[src/rtl/sat_counter.sv]
// Up-counter with synchronous reset that sticks at all-ones instead of wrapping.
module sat_counter #(
    parameter int CNT_W = 8
) (
    input  logic             clk,
    input  logic             reset,
    input  logic             inc,
    output logic [CNT_W-1:0] count
);

    localparam logic [CNT_W-1:0] CNT_MAX = {CNT_W{1'b1}};
    localparam logic [CNT_W-1:0] CNT_ONE = {{(CNT_W-1){1'b0}}, 1'b1};

    always_ff @(posedge clk) begin
        if (reset) begin
            count <= '0;
        end else if (inc && (count != CNT_MAX)) begin
            count <= count + CNT_ONE;
        end
    end

endmodule

[config.mk]
export PLATFORM = sky130hd
export DESIGN_NAME = sat_counter
export DESIGN_NICKNAME = d
export VERILOG_FILES = /design/src/rtl/sat_counter.sv
export SDC_FILE = /design/constraint.sdc
export NUM_CORES = 1
export LEC_CHECK = 0
export CELL_PAD_IN_SITES_DETAIL_PLACEMENT = 2
export CELL_PAD_IN_SITES_GLOBAL_PLACEMENT = 2
export CORE_UTILIZATION = 24
export CTS_CLUSTER_SIZE = 12
export DETAILED_ROUTE_END_ITERATION = 12
export MAX_ROUTING_LAYER = met4
export PLACE_DENSITY_LB_ADDON = 0.1
export REMOVE_ABC_BUFFERS = 1
export SLEW_MARGIN = 15
export SYNTH_ARGS = -nofsm -noshare
export SYNTH_HDL_FRONTEND = slang
export SYNTH_SLANG_ARGS = --single-unit
[constraint.sdc]
create_clock -name clk -period 1.4 [get_ports clk]
set_clock_uncertainty 0.2 [all_clocks]
set_input_delay 0.21 -clock clk [delete_from_list [all_inputs] [get_ports clk]]
set_output_delay 0.21 -clock clk [all_outputs]
set_load 0.01 [all_outputs]
==> flow_summary_export.csv <==
group,metric,value,unit
cts,h-tree-depth,1,
sta,final-setup-viol-count,4,
pwr,swShare,25.4,%
final_layout,final_layout_size_suffix_gt1_share,44.4,%
min_path,hp-start,"inc",
critical_path,worst-r2r-cell-count,4,
final_layout,layout_commonest_cell,"buf_4",
yosys,syn_inst,46,
yosys,synth_area_per_cell,9.36,µm²
route,viasPerCell,4.89,
final_layout,nNetsFinal,78,
run_status,status,"complete, but fails checks",
critical_path,rrSetupSlack,-80,ps
sta,drv_slew,0,
final_layout,seqCellArea,164,µm²
placed_design,dp.cells,91,
cts,clock_latency,260,ps
critical_path,reg2reg_to,"count[0]",
floorplanning,start_util,27.0,%
cts,cts_sinks,8,
placed_design,io_buffers,10,
critical_path,r2r-start,"count[0]",
pwr,clkPwrFrac,38.1,%
final_layout,fin_cells,96,
min_path,holdPathEnd,"count[2]",
global_routing,overflow,0,
route,drt_iter0_markers,2,
min_path,hold_path.class,"primary input to register",
route,wirelength,1470,µm
final_layout,fin_area,711,µm²
placed_design,hpwl,1140,µm
critical_path,endpoint_kind,"register",
critical_path,cp.arrival,1430,ps
sta,rsz0062_at_grt,"true",
sta,period_needed,1480,ps
placed_design,gp_congestion,0.716,
final_layout,final_util,44.6,%
placed_design,place_worst_setup_slack,-350,ps
floorplanning,rows,14,
floorplanning,dieWidth,44.4,µm
sta,slew_headroom,87.4,%
floorplanning,fp.dieH,44.4,µm
cts,hold_buffers,0,
floorplanning,pin_count,11,
sta,worst_hold_slack,307,ps
yosys,synthesis.area,430,µm²
global_routing,grt_pass1_vias,477,
sta,hold_violations,0,
route,drc_errors,0,
placed_design,dpl_cell_area,639,µm²
yosys,yosysUniqueCellTypes,25,
run_status,violations,"setup timing",
cts,clock_path_buffers,2,
sta,final.setup.tns,-132,ps
critical_path,cp_max_fo,2,
global_routing,grt_max_degree,9,
pwr,peakVddDrop,0.513,mV
pwr,total_power,0.497,mW
route,drt_pass1_iterations,2,
global_routing,antenna_found_initial,0,
final_layout,reg_top3,"count (8)",
sta,post-route-period-util,106,%
critical_path,worstSetupPathType,"register to register",
global_routing,grt.total_usage,17.4,%
sta,fmax,675,MHz
final_layout,final_cell_mix,"13 x buf_4, 7 x dlygate4sd2_1, 5 x nand2_1, 5 x dfxtp_1, 4 x a21oi_1",
floorplanning,core,0.00159,mm²
sta,worst_pin_slew,188,ps
pwr,switching_power,0.126,mW
pwr,cellInternalPower,0.371,mW
global_routing,grt_pass1_wl,2350,µm
final_layout,fillers,176,
pwr,pwr-share-seq,48.7,%
yosys,yosysWarnings,0,
final_layout,multi_input_area,294,µm²
cts,cts_buffers,3,
route,vias,469,
final_layout,num_antenna_cells,0,
pwr,powerDensity,700,mW/mm²
run,cap_violations,0,
pwr,p_comb_share,13.3,%
critical_path,crit_required,1340,ps
cts,clockRootBuffer,"clkbuf_4",
min_path,worstHoldPathCells,3,
pwr,p_leak,0.312,nW
yosys,ys_ff_latch,8,
route,drtAntennaViolNets,0,
floorplanning,die_area,0.00197,mm²
final_layout,area_growth,65.1,%
route,wl_per_cell,15.3,µm
cts,cts_tree,"built",
sta,worst_slack,-81.0,ps
yosys,synth-seq-area-share,37.2,%
final_layout,largest_register,"count",
critical_path,cp-start-kind,"register",
final_layout,largest_reg_flops,8,
cts,clk_pin_slew,60,ps
critical path, stage by stage (launching register included):
cell,delay (ps)
dfxtp_2,340
ha_4,160
and3_4,190
a21boi_4,170
mux2_4,310
cell usage after synthesis (all sizes together):
cell,count,area [µm²]
mux2,1,15.0
o311a,1,10.0
a21boi,2,26.3
nor2,1,3.75
inv,1,3.75
and2b,1,8.76
nand2b,1,6.26
a211oi,2,15.0
o21ai,1,5.00
and3,1,11.3
a31oi,1,6.26
buf,1,11.3
dfxtp,8,160
nand4,2,12.5
nand2,5,18.8
and4,2,17.5
a311oi,1,8.76
nor3,2,10.0
mux2i,1,10.0
o21bai,2,15.0
nand3,2,10.0
a21oi,5,25.0
or3,1,7.51
ha,1,12.5
repair_timing:
| action | 4_1_cts | 5_1_grt |
|---|---|---|
| resized for setup | 21 | 5 |
| pin swaps | 2 | 3 |
| gates cloned | 0 | 0 |
| setup endpoints to repair | 14 | 8 |
| buffers inserted | 2 | 0 |
power by group through the flow:
stage | combinational (mW) | clock [mW] | sequential [mW]
2_1_floorplan | 0.0200 | 0 | 0.248
3_3_place_gp | 0.0619 | 0 | 0.242
3_5_place_dp | 0.0642 | 0 | 0.243
4_1_cts | 0.0674 | 0.198 | 0.242
5_1_grt | 0.0739 | 0.206 | 0.242
6_report | 0.0660 | 0.189 | 0.242
final cells by class:
cell class / count / area share, %
Clock buffer: 3 / 3.17
Timing Repair Buffer: 24 / 27.6
Sequential cell: 8 / 23.1
Multi-Input combinational cell: 36 / 41.4
Tap cell: 24 / 4.23
Inverter: 1 / 0.528
cell families after synthesis:
| kind of cell | count (synthesis) | synth area share (%) |
|---|---|---|
| simple gates | 18 | 24.7 |
| compound gates | 15 | 25.9 |
| flops | 8 | 37.2 |
| buf+inv | 2 | 3.49 |
| mux | 2 | 5.81 |
| fa+ha+maj | 1 | 2.91 |
routing by layer:
metal | up-vias | global-route usage (%) | wire length (µm)
met5 | - | - | 0
met3 | 4 | 2.45 | 34
met4 | 0 | 10.9 | 23
met2 | 8 | 24.4 | 665
li1 | 231 | - | -
met1 | 226 | 23.3 | 743
worst max path at each step:
| stage | depth (start not counted) | end | from |
|---|---|---|---|
| floorplan | 4 | count[0] | count[0] |
| global placement | 4 | count[3] | inc |
| detailed placement | 4 | count[3] | inc |
| CTS | 4 | count[0] | count[0] |
| global route | 4 | count[0] | count[0] |
| finish | 4 | count[0] | count[0] |
No activity file was read; power rests on OpenSTA's default activity.
